==> config.mk <==
export PLATFORM = sky130hd
export DESIGN_NAME = floating_divide
export DESIGN_NICKNAME = d
export VERILOG_FILES = /design/src/rtl/floating_divide.sv
export SDC_FILE = /design/constraint.sdc
export NUM_CORES = 1
export LEC_CHECK = 0
export ABC_AREA = 1
export BUFFER_PORTS_ARGS = -buffer_cell sky130_fd_sc_hd__buf_4
export CAP_MARGIN = 5
export CORE_MARGIN = 2
export CORE_UTILIZATION = 53
export CTS_CLUSTER_DIAMETER = 100
export DETAILED_ROUTE_END_ITERATION = 12
export PLACE_DENSITY = 0.78
export SLEW_MARGIN = 40
export SYNTH_ARGS = -nofsm -noshare
export SYNTH_HDL_FRONTEND = slang
export SYNTH_SLANG_ARGS = --single-unit
==> constraint.sdc <==
create_clock -name clk -period 3.9 [get_ports clk]
set_input_delay 0.195 -clock clk [delete_from_list [all_inputs] [get_ports clk]]
set_output_delay 0.195 -clock clk [all_outputs]
set_load 0.02 [all_outputs]
==> src/rtl/floating_divide.sv <==
// floating_divide: sequential binary32 divider, one restoring quotient bit per clock.
// Latency is 27 cycles from the accepted start to done for every operand class.
// Build option: define FLOATING_DIVIDE_RNE_EN for round-to-nearest-even;
// leave it undefined for round toward zero (truncate).
//
// state | meaning
// IDLE  | waiting for start, done deasserted, busy drops here
// DIV   | 26 restoring iterations, one quotient bit per cycle
// NORM  | normalise, round, pack or apply special result, pulse done
`timescale 1ns/1ps

module floating_divide (
    input  logic        clk,
    input  logic        reset,
    input  logic        start,
    input  logic [31:0] a,
    input  logic [31:0] b,
    output logic [31:0] value,
    output logic        done,
    output logic        busy,
    output logic [31:0] debug
);

    typedef enum logic [2:0] {
        IDLE = 3'd0,
        DIV  = 3'd1,
        NORM = 3'd2
    } state_t;

    localparam logic [1:0] SP_NONE = 2'd0;
    localparam logic [1:0] SP_NAN  = 2'd1;
    localparam logic [1:0] SP_INF  = 2'd2;
    localparam logic [1:0] SP_ZERO = 2'd3;

    state_t      state;
    logic [4:0]  iter;
    logic        sign;
    logic [7:0]  ea;
    logic [7:0]  eb;
    logic [25:0] r;
    logic [25:0] q;
    logic [23:0] mb;
    logic [1:0]  spec;

    logic        a_zero, b_zero, a_nan, b_nan, a_inf, b_inf;
    logic [1:0]  spec_in;
    logic        r_ge;
    logic [25:0] r_sub;

    logic signed [9:0] exp_base;
    logic signed [9:0] exp_r;
    logic [23:0] mant;
    logic [24:0] mant_r;
    logic [22:0] frac;
    logic        inc;
    logic [31:0] result;
`ifdef FLOATING_DIVIDE_RNE_EN
    logic        guard;
    logic        sticky;
`endif

    assign debug = {24'b0, state, iter};

    // Classify the incoming operands; zero exponent counts as zero (no denormals).
    always_comb begin
        a_zero  = (a[30:23] == 8'h00);
        b_zero  = (b[30:23] == 8'h00);
        a_nan   = (a[30:23] == 8'hff) &&  (|a[22:0]);
        b_nan   = (b[30:23] == 8'hff) &&  (|b[22:0]);
        a_inf   = (a[30:23] == 8'hff) && !(|a[22:0]);
        b_inf   = (b[30:23] == 8'hff) && !(|b[22:0]);
        spec_in = SP_NONE;
        if (a_nan || b_nan || (a_zero && b_zero) || (a_inf && b_inf))
            spec_in = SP_NAN;
        else if (a_inf || b_zero)
            spec_in = SP_INF;
        else if (a_zero || b_inf)
            spec_in = SP_ZERO;
    end

    // One restoring step: trial subtract of the divisor from the partial remainder.
    always_comb begin
        r_ge  = (r >= {2'b00, mb});
        r_sub = r_ge ? (r - {2'b00, mb}) : r;
    end

    // Normalise the quotient, round, and clamp to inf / signed zero.
    always_comb begin
        exp_base = $signed({2'b00, ea}) - $signed({2'b00, eb}) + 10'sd127;
        if (!q[25])
            exp_base = exp_base - 10'sd1;
        mant = q[25] ? q[25:2] : q[24:1];
`ifdef FLOATING_DIVIDE_RNE_EN
        guard  = q[25] ? q[1] : q[0];
        sticky = (q[25] & q[0]) | (|r);
        inc    = guard & (sticky | mant[0]);
`else
        inc    = 1'b0;
`endif
        mant_r = {1'b0, mant} + {24'b0, inc};
        // A carry out leaves mant_r = 1.000..., so the shifted field is all zeros.
        exp_r  = mant_r[24] ? (exp_base + 10'sd1) : exp_base;
        frac   = mant_r[24] ? mant_r[23:1] : mant_r[22:0];
        if (exp_r >= 10'sd255)
            result = {sign, 8'hff, 23'd0};
        else if (exp_r <= 10'sd0)
            result = {sign, 31'd0};
        else
            result = {sign, exp_r[7:0], frac};
        case (spec)
            SP_NAN:  result = 32'h7fc00000;
            SP_INF:  result = {sign, 8'hff, 23'd0};
            SP_ZERO: result = {sign, 31'd0};
            default: ;
        endcase
    end

    // Control FSM and datapath registers; outputs are registered here.
    always_ff @(posedge clk or posedge reset) begin
        if (reset) begin
            state <= IDLE;
            iter  <= 5'd0;
            sign  <= 1'b0;
            ea    <= 8'd0;
            eb    <= 8'd0;
            r     <= 26'd0;
            q     <= 26'd0;
            mb    <= 24'd0;
            spec  <= SP_NONE;
            value <= 32'd0;
            done  <= 1'b0;
            busy  <= 1'b0;
        end else begin
            case (state)
                IDLE: begin
                    done <= 1'b0;
                    if (start) begin
                        sign  <= a[31] ^ b[31];
                        ea    <= a[30:23];
                        eb    <= b[30:23];
                        r     <= a_zero ? 26'd0 : {3'b001, a[22:0]};
                        mb    <= b_zero ? 24'd0 : {1'b1, b[22:0]};
                        q     <= 26'd0;
                        iter  <= 5'd0;
                        spec  <= spec_in;
                        busy  <= 1'b1;
                        state <= DIV;
                    end else begin
                        busy  <= 1'b0;
                    end
                end
                DIV: begin
                    q    <= {q[24:0], r_ge};
                    r    <= r_sub << 1;
                    iter <= iter + 5'd1;
                    if (iter == 5'd25)
                        state <= NORM;
                end
                NORM: begin
                    value <= result;
                    done  <= 1'b1;
                    iter  <= 5'd0;
                    state <= IDLE;
                end
                default: state <= IDLE;
            endcase
        end
    end

endmodule

==> insert_results.sql, run 1 <==
INSERT INTO impl_metrics (metric_group, metric, value, unit) VALUES
('drt', 'drcViolationCount', '0', ''),
('floorplanning', 'floorplan.die.width', '134', 'um'),
('clocking', 'cts_tree', 'done', ''),
('timing', 'setup_repair_after_global_routing_missed_its_margin', 'false', ''),
('setup_path', 'critPathMaxStageDelay', '550', 'ps'),
('drt', 'routed_via_density', '5.44', ''),
('setup_path', 'cp.buffers_inverters', '2', ''),
('setup_path', 'crit-reg2reg-capture', 'value[29]$_DFFE_PP0P_', ''),
('setup_path', 'crit_path_start_kind', 'register', ''),
('timing', 'final-setup-viol-count', '0', ''),
('floorplanning', 'design.die.area', '18100', 'sq um'),
('setup_path', 'critical_path.max_fanout', '30', ''),
('synth', 'synthArstFlopShare', '100', '%'),
('timing', 'timing.max_slew.rel_slack', '48.1', '%'),
('setup_path', 'worst_path_most_repeated_cell', 'sky130_fd_sc_hd__nand2_1', ''),
('job', 'drv_cap', '0', ''),
('drt', 'via_count', '8470', ''),
('setup_path', 'slowest_stage', 'sky130_fd_sc_hd__nand2_2', ''),
('setup_path', 'cp_data_required_time', '4220', 'ps'),
('clocking', 'clock_path_buffers', '2', ''),
('synth', 'ys_top_cells_by_area', 'sky130_fd_sc_hd__dfrtp_1, sky130_fd_sc_hd__nand2_1, sky130_fd_sc_hd__inv_1', ''),
('synth', 'yosysSeqAreaShare', '37.7', '%'),
('synth', 'main_flop_type_after_synthesis', 'sky130_fd_sc_hd__dfrtp_1', ''),
('clocking', 'cts-resized-gates', '0', ''),
('power', 'cellLeakagePower', '5.45', 'nW'),
('grt', 'grt-ovfl-total', '0', ''),
('grt', 'grt_first_pass_wirelength', '37600', 'um'),
('floorplanning', 'core_region_area', '16600', 'sq um'),
('clocking', 'numCtsBuffers', '17', ''),
('synth', 'ys_seq_elements', '136', ''),
('drt', 'detail_route.wl_per_cell', '14.2', 'um'),
('clocking', 'cts_root_buffer', 'sky130_fd_sc_hd__clkbuf_16', ''),
('synth', 'syn_area', '9020', 'sq um'),
('drt', 'drtAntennaViolNets', '0', ''),
('place', 'dp.final_hpwl', '15700', 'um'),
('grt', 'grt_start_max_net_pins', '119', ''),
('layout', 'fraction_of_final_layout_cells_with_drive_strength_greater_than_1', '15.5', '%'),
('setup_path', 'regToRegStartpoint', 'ea[0]$_DFFE_PP0P_', ''),
('worst_hold_path', 'min_from', 'b[30]', ''),
('power', 'vdd.ir_drop.worst', '0.000714', 'V'),
('timing', 'worst_clock_skew', '7.84', 'ps'),
('grt', 'global_route.usage.total', '25.6', '%'),
('synth', 'yosys_warnings', '0', ''),
('setup_path', 'crit_path_cell_trace', 'inv_1, ha_1, fa_1, ha_1, nand2_1, nor2_1, nand3_1, nor2_1, nand2_2, nor2_2, nand2_2, o21ai_2, inv_2, nand2_2, nand2_1, nand2_1, nand2_1', ''),
('clocking', 'htreeDepth', '4', ''),
('drt', 'routed_wirelength', '22100', 'um'),
('layout', 'finalNetCount', '1434', ''),
('worst_hold_path', 'worstHoldEndpoint', 'eb[7]$_DFFE_PP0P_', ''),
('drt', 'drt_pre_antenna_iters', '5', ''),
('timing', 'fmaxAchievable', '0.296', 'GHz'),
('floorplanning', 'placementRows', '47', ''),
('layout', 'antenna-diode-count', '0', ''),
('setup_path', 'critical_path_class', 'reg2reg', ''),
('timing', 'totalNegativeSetupSlack', '0', 'ps'),
('synth', 'synthDominantCellAreaShare', '37.7', '%'),
('layout', 'fin_util', '63.8', '%'),
('clocking', 'clk_pin_slew_worst_paths', '60', 'ps'),
('drt', 'detail_route.iter0.violations', '542', ''),
('timing', 'final_min_period_over_clock_period', '86.6', '%'),
('timing', 'tightest_slew', '778', 'ps'),
('worst_hold_path', 'hold_class', 'in2reg', ''),
('grt', 'first_global_vias', '8168', ''),
('worst_hold_path', 'whs_path_depth', '3', ''),
('setup_path', 'timing.critical_path.to_type', 'register', ''),
('floorplanning', 'vertical_extent_of_the_die', '134', 'um'),
('timing', 'final.setup.worst_slack', '522', 'ps'),
('status', 'run_status', 'completed', ''),
('synth', 'synthCells', '1228', ''),
('synth', 'synthDominantAreaCellType', 'sky130_fd_sc_hd__dfrtp_1', ''),
('timing', 'timing_max_transition_violations_final', '0', ''),
('place', 'port_buffers', '107', '');
==> through the flow <==
stage	area, sq um	std cells	hold WS, ps	total power, W
floorplan	9110	1252	305	0.00824
global placement	9890	1520	409	0.00930
detailed placement	9900	1520	415	0.00946
CTS	10600	1558	2.45	0.0112
global route	10600	1558	15.8	0.0124
finish	10600	1558	14.9	0.0112
==> timing repair <==
action | in CTS | in global routing
hold buffers | 6 | 0
endpoints found under the hold margin | 119 | 0
setup buffers | 0 | 0
endpoints found under the setup margin | 0 | 0
==> routing by layer <==
layer	vias up	global-route usage, %	share of wire [%]
li1	4201	-	-
met1	3997	32.9	44
met2	240	43.8	49
met3	32	4.57	5.3
met4	0	7.95	1.6
met5	-	0	0
==> cell usage in the layout, fill, tap and decap left out, types with 15 or more instances in the layout <==
cell type,instances
sky130_fd_sc_hd__nor2_1,99
sky130_fd_sc_hd__buf_4,118
sky130_fd_sc_hd__o22ai_1,46
sky130_fd_sc_hd__nand4_1,31
sky130_fd_sc_hd__a21oi_1,70
sky130_fd_sc_hd__nand2_1,273
sky130_fd_sc_hd__nand2_2,15
sky130_fd_sc_hd__dfrtp_1,136
sky130_fd_sc_hd__conb_1,25
sky130_fd_sc_hd__clkbuf_16,17
sky130_fd_sc_hd__inv_1,170
sky130_fd_sc_hd__ha_1,40
sky130_fd_sc_hd__o21ai_0,45
sky130_fd_sc_hd__a211oi_1,19
sky130_fd_sc_hd__a22oi_1,16
sky130_fd_sc_hd__nand3_1,88
==> worst max path at each step <==
stage / endpoint / start / depth (start not counted) / slack [ps]
2_1_floorplan: busy$_DFFE_PP0P_ / reset / 1 / 70
3_3_place_gp: value[26]$_DFFE_PP0P_ / ea[0]$_DFFE_PP0P_ / 17 / 620
3_5_place_dp: value[27]$_DFFE_PP0P_ / ea[0]$_DFFE_PP0P_ / 17 / 540
4_1_cts: value[27]$_DFFE_PP0P_ / ea[0]$_DFFE_PP0P_ / 17 / 510
5_1_grt: value[25]$_DFFE_PP0P_ / ea[0]$_DFFE_PP0P_ / 21 / 100
6_report: value[29]$_DFFE_PP0P_ / ea[0]$_DFFE_PP0P_ / 17 / 520
==> power breakdown <==
group	internal (W)	switching [W]
sequential	0.00195	0.000292
combinational	0.00258	0.00473
clock	0.00105	0.000651
==> cells in the mapped netlist, types with 4 or more instances <==
library cell / count
sky130_fd_sc_hd__a211oi_1: 19
sky130_fd_sc_hd__a21o_1: 5
sky130_fd_sc_hd__xnor2_1: 14
sky130_fd_sc_hd__a22oi_1: 16
sky130_fd_sc_hd__buf_1: 6
sky130_fd_sc_hd__inv_1: 172
sky130_fd_sc_hd__inv_2: 10
sky130_fd_sc_hd__nand3_1: 88
sky130_fd_sc_hd__nand2_1: 274
sky130_fd_sc_hd__nor3_1: 6
sky130_fd_sc_hd__nand2_2: 14
sky130_fd_sc_hd__nor2_2: 5
sky130_fd_sc_hd__nand3b_1: 5
sky130_fd_sc_hd__ha_1: 40
sky130_fd_sc_hd__o21bai_1: 4
sky130_fd_sc_hd__a21oi_1: 70
sky130_fd_sc_hd__o22ai_1: 46
sky130_fd_sc_hd__buf_6: 5
sky130_fd_sc_hd__dfrtp_1: 136
sky130_fd_sc_hd__nor2_1: 101
sky130_fd_sc_hd__buf_4: 26
sky130_fd_sc_hd__clkbuf_1: 31
sky130_fd_sc_hd__nor4_1: 11
sky130_fd_sc_hd__nand3_2: 14
sky130_fd_sc_hd__o21ai_0: 45
sky130_fd_sc_hd__xor2_1: 8
sky130_fd_sc_hd__nand4_1: 31
==> area by class of cell <==
| cell class | instances | area [sq um] |
|---|---|---|
| inverter | 184 | 703 |
| sequential | 136 | 3400 |
| timing repair buffer | 125 | 966 |
| tap | 220 | 275 |
| clock inverter | 13 | 168 |
| fill | 1537 | 6000 |
| multi-input combinational | 861 | 4620 |
| clock buffer | 19 | 453 |
==> sequential cells by signal, summed over array words and instances (netlist names) <==
signal	flops
mb	24
done	1
spec	2
sign	1
q	26
busy	1
iter	5
value	32
state	2
ea	8
eb	8
r	26
==> worst reg2reg max path, cell delays in order (launching register included) <==
cell and delay, ps:
sky130_fd_sc_hd__dfrtp_1 340, sky130_fd_sc_hd__inv_1 50, sky130_fd_sc_hd__ha_1 210, sky130_fd_sc_hd__fa_1 500
sky130_fd_sc_hd__ha_1 360, sky130_fd_sc_hd__nand2_1 70, sky130_fd_sc_hd__nor2_1 140, sky130_fd_sc_hd__nand3_1 140
sky130_fd_sc_hd__nor2_1 180, sky130_fd_sc_hd__nand2_2 80, sky130_fd_sc_hd__nor2_2 90, sky130_fd_sc_hd__nand2_2 70
sky130_fd_sc_hd__o21ai_2 130, sky130_fd_sc_hd__inv_2 100, sky130_fd_sc_hd__nand2_2 550, sky130_fd_sc_hd__nand2_1 130
sky130_fd_sc_hd__nand2_1 90, sky130_fd_sc_hd__nand2_1 50
==> cell families after synthesis <==
group,after synthesis,synth area share [%]
adders and majority gates,42,5.99
buffers and inverters,255,12.2
and+or+nand+nor,553,27.4
xor gates and xnor gates,22,2.14
DFF,136,37.7
AOI/OAI and AO/OA,219,14.6
other,1,0.0416
Power figures use the tool's default switching activity.
==> run 2: changes to the inputs <==
- CORE_UTILIZATION: 53 -> 63
- PLACE_DENSITY: 0.78 -> 0.87
- clock period: 3.9 -> 4.2 ns (I/O delays scaled with it)
==> insert_results.sql, run 2 (synthesis results as in run 1) <==
INSERT INTO impl_metrics (metric_group, metric, value, unit) VALUES
('clocking', 'worst_skew_pair.late_latency', '430', 'ps'),
('clocking', 'clock_path_buffers', '2', ''),
('clocking', 'cts_hold_buffers', '1', ''),
('floorplanning', 'io-pin-count', '133', ''),
('timing', 'final-setup-viol-count', '0', ''),
('status', 'run_status', 'completed', ''),
('grt', 'grt_start_max_net_pins', '106', ''),
('drt', 'routed_wirelength', '23200', 'um'),
('power', 'p_per_area', '1010', 'nW/um^2'),
('grt', 'grt_first_pass_wirelength', '38100', 'um'),
('timing', 'final_min_period_over_clock_period', '80.8', '%'),
('floorplanning', 'floorplan.die.width', '124', 'um'),
('drt', 'detail_route.iter0.violations', '838', ''),
('layout', 'antenna-diode-count', '0', ''),
('floorplanning', 'start_util', '64.7', '%'),
('grt', 'antenna_found_initial', '0', ''),
('timing', 'worst_clock_skew', '12.9', 'ps'),
('setup_path', 'crit_path_start_kind', 'register', ''),
('floorplanning', 'vertical_extent_of_the_die', '124', 'um'),
('setup_path', 'critical_path.max_fanout', '30', ''),
('layout', 'area_growth', '15.6', '%'),
('drt', 'drt_pre_antenna_iters', '5', ''),
('drt', 'via_count', '8666', ''),
('setup_path', 'reg2reg_depth', '19', ''),
('timing', 'timing.max_slew.rel_slack', '45.5', '%'),
('place', 'globalplace.congestion', '0.944', ''),
('clocking', 'cts_root_buffer', 'sky130_fd_sc_hd__clkbuf_16', ''),
('drt', 'routed_via_density', '5.74', ''),
('clocking', 'cts_tree', 'done', ''),
('setup_path', 'regToRegStartpoint', 'ea[0]$_DFFE_PP0P_', ''),
('setup_path', 'arrival_time_worst_endpoint', '3700', 'ps'),
('power', 'share_seq_of_total_power', '20.0', '%'),
('power', 'fraction_of_power_spent_switching_nets', '51.1', '%'),
('timing', 'totalNegativeSetupSlack', '0', 'ps'),
('layout', 'regMostFlops', 'value', ''),
('floorplanning', 'design.die.area', '15300', 'sq um'),
('timing', 'timing_max_transition_violations_final', '0', ''),
('setup_path', 'critical_path_class', 'reg2reg', ''),
('clocking', 'cts-resized-gates', '0', ''),
('power', 'power_switching', '0.00536', 'W'),
('grt', 'grt-ovfl-total', '0', ''),
('setup_path', 'cp_data_required_time', '4510', 'ps'),
('clocking', 'htreeDepth', '4', ''),
('clocking', 'post_cts_setup_buffer_count', '0', ''),
('timing', 'finalWorstPathRequiredPeriod', '3390', 'ps'),
('clocking', 'clock-sinks', '136', ''),
('power', 'share_clk_of_total_power', '14.4', '%'),
('setup_path', 'reg2reg_setup_slack', '810', 'ps'),
('clocking', 'numCtsBuffers', '17', ''),
('setup_path', 'setup.worst_path.end', 'value[27]$_DFFE_PP0P_', ''),
('power', 'share_comb_of_total_power', '65.6', '%'),
('power', 'intPower', '0.00513', 'W'),
('grt', 'global_route.usage.total', '31.4', '%'),
('power', 'cellLeakagePower', '5.41', 'nW'),
('setup_path', 'critical_path.startpoint', 'ea[0]$_DFFE_PP0P_', ''),
('timing', 'tightest_slew', '817', 'ps'),
('clocking', 'clk_pin_slew_worst_paths', '60', 'ps'),
('setup_path', 'crit-reg2reg-capture', 'value[27]$_DFFE_PP0P_', ''),
('setup_path', 'timing.critical_path.to_type', 'register', ''),
('grt', 'first_global_vias', '8185', ''),
('place', 'dp_worst_setup_slack', '859', 'ps'),
('layout', 'fraction_of_final_layout_cells_with_drive_strength_greater_than_1', '15.3', '%'),
('timing', 'setup_repair_after_global_routing_missed_its_margin', 'false', ''),
('layout', 'final_cell_mix', 'sky130_fd_sc_hd__nand2_1, sky130_fd_sc_hd__inv_1, sky130_fd_sc_hd__dfrtp_1, sky130_fd_sc_hd__buf_4, sky130_fd_sc_hd__nor2_1', ''),
('drt', 'detail_route.wl_per_cell', '15.3', 'um'),
('job', 'drv_cap', '0', ''),
('layout', 'largest_register_ff_count', '32', ''),
('power', 'vdd.ir_drop.worst', '0.000798', 'V'),
('layout', 'finalNetCount', '1427', ''),
('layout', 'most_common_cell_after_layout_fill_and_taps_aside', 'sky130_fd_sc_hd__nand2_1', ''),
('layout', 'largest_registers_ranked_by_flip_flop_count', 'value x32, q x26, r x26', ''),
('timing', 'timing.final.hold_violations', '0', ''),
('drt', 'drcViolationCount', '0', ''),
('place', 'dp.final_hpwl', '15800', 'um'),
('timing', 'final.setup.worst_slack', '806', 'ps'),
('worst_hold_path', 'hold_class', 'in2reg', ''),
('drt', 'drtAntennaViolNets', '0', ''),
('floorplanning', 'placementRows', '43', ''),
('timing', 'fmaxAchievable', '0.295', 'GHz'),
('floorplanning', 'core_region_area', '13900', 'sq um'),
('power', 'report.power.total', '0.0105', 'W'),
('place', 'port_buffers', '107', '');
==> run 2: cell types whose count changed in the layout (fill, tap and decap cells not counted) <==
| cell | delta |
|---|---|
| sky130_fd_sc_hd__buf_12 | -1 |
| sky130_fd_sc_hd__buf_4 | -1 |
| sky130_fd_sc_hd__clkbuf_1 | +2 |
| sky130_fd_sc_hd__clkbuf_8 | -1 |
| sky130_fd_sc_hd__clkinv_1 | -1 |
| sky130_fd_sc_hd__clkinv_2 | +1 |
| sky130_fd_sc_hd__clkinv_4 | +1 |
| sky130_fd_sc_hd__clkinv_8 | -1 |
| sky130_fd_sc_hd__clkinvlp_4 | -1 |
| sky130_fd_sc_hd__dlygate4sd3_1 | -5 |
| sky130_fd_sc_hd__inv_6 | -1 |
==> run 2: power groups by stage <==
| stage | clock network [W] | logic [W] | registers [W] |
|---|---|---|---|
| 6_report | 0.00151 | 0.00688 | 0.00210 |
| 5_1_grt | 0.00159 | 0.00774 | 0.00215 |
| 4_1_cts | 0.00152 | 0.00677 | 0.00209 |
| 3_5_place_dp | 0 | 0.00666 | 0.00210 |
| 3_3_place_gp | 0 | 0.00650 | 0.00208 |
| 2_1_floorplan | 0 | 0.00558 | 0.00207 |
==> run 2: layer usage <==
layer / wire [um] / vias up / share of wire [%] / track usage (%)
met5: 0 / - / 0 / 0
met4: 553 / 0 / 2.4 / 11.0
met3: 1500 / 45 / 6.5 / 5.04
met1: 10100 / 4093 / 43 / 42.3
met2: 11000 / 358 / 48 / 51.9
li1: - / 4170 / - / -
==> run 2: area by class of cell <==
class / instances / area, sq um
fill: 1083 / 3510
multi-input combinational: 861 / 4620
inverter: 184 / 699
tap: 180 / 225
clock buffer: 20 / 447
sequential: 136 / 3400
clock inverter: 11 / 149
timing repair buffer: 118 / 888
==> run 2: how the worst min path moves through the flow <==
stage | end | from | slack, ps | cells past startpoint
floorplan | ea[2]$_DFFE_PP0P_ | a[25] | 320 | 2
global placement | ea[7]$_DFFE_PP0P_ | a[30] | 430 | 3
CTS | ea[4]$_DFFE_PP0P_ | a[27] | 4 | 3
finish | ea[7]$_DFFE_PP0P_ | a[30] | 10 | 3
detailed placement | value[2]$_DFFE_PP0P_ | reset | 400 | 2
global route | ea[3]$_DFFE_PP0P_ | a[26] | 30 | 3
==> run 2: critical path, cell delays in order, from the launching register on <==
cell and delay [ps]:
sky130_fd_sc_hd__dfrtp_1 340, sky130_fd_sc_hd__inv_1 50, sky130_fd_sc_hd__ha_1 220, sky130_fd_sc_hd__fa_1 560, sky130_fd_sc_hd__ha_1 180, sky130_fd_sc_hd__inv_1 50, sky130_fd_sc_hd__nor2_1 140, sky130_fd_sc_hd__nand3_1 130
sky130_fd_sc_hd__nand2_1 90, sky130_fd_sc_hd__nand2_2 80, sky130_fd_sc_hd__nor2_1 160, sky130_fd_sc_hd__nand2_2 90, sky130_fd_sc_hd__nor2_2 90, sky130_fd_sc_hd__nand2_2 70, sky130_fd_sc_hd__o21ai_2 130, sky130_fd_sc_hd__inv_2 100
sky130_fd_sc_hd__nand2_2 510, sky130_fd_sc_hd__nand2_1 140, sky130_fd_sc_hd__nand2_1 90, sky130_fd_sc_hd__nand2_1 60
==> run 2: metrics by stage <==
step,hold WS [ps],instance area (sq um),util [%],cells
3_5_place_dp,399,9820,70.5,1478
2_1_floorplan,320,9110,-,1252
6_report,13.5,10400,74.8,1510
5_1_grt,28.3,10400,74.8,1510
4_1_cts,4.25,10400,74.8,1510
3_3_place_gp,433,9820,70.4,1478
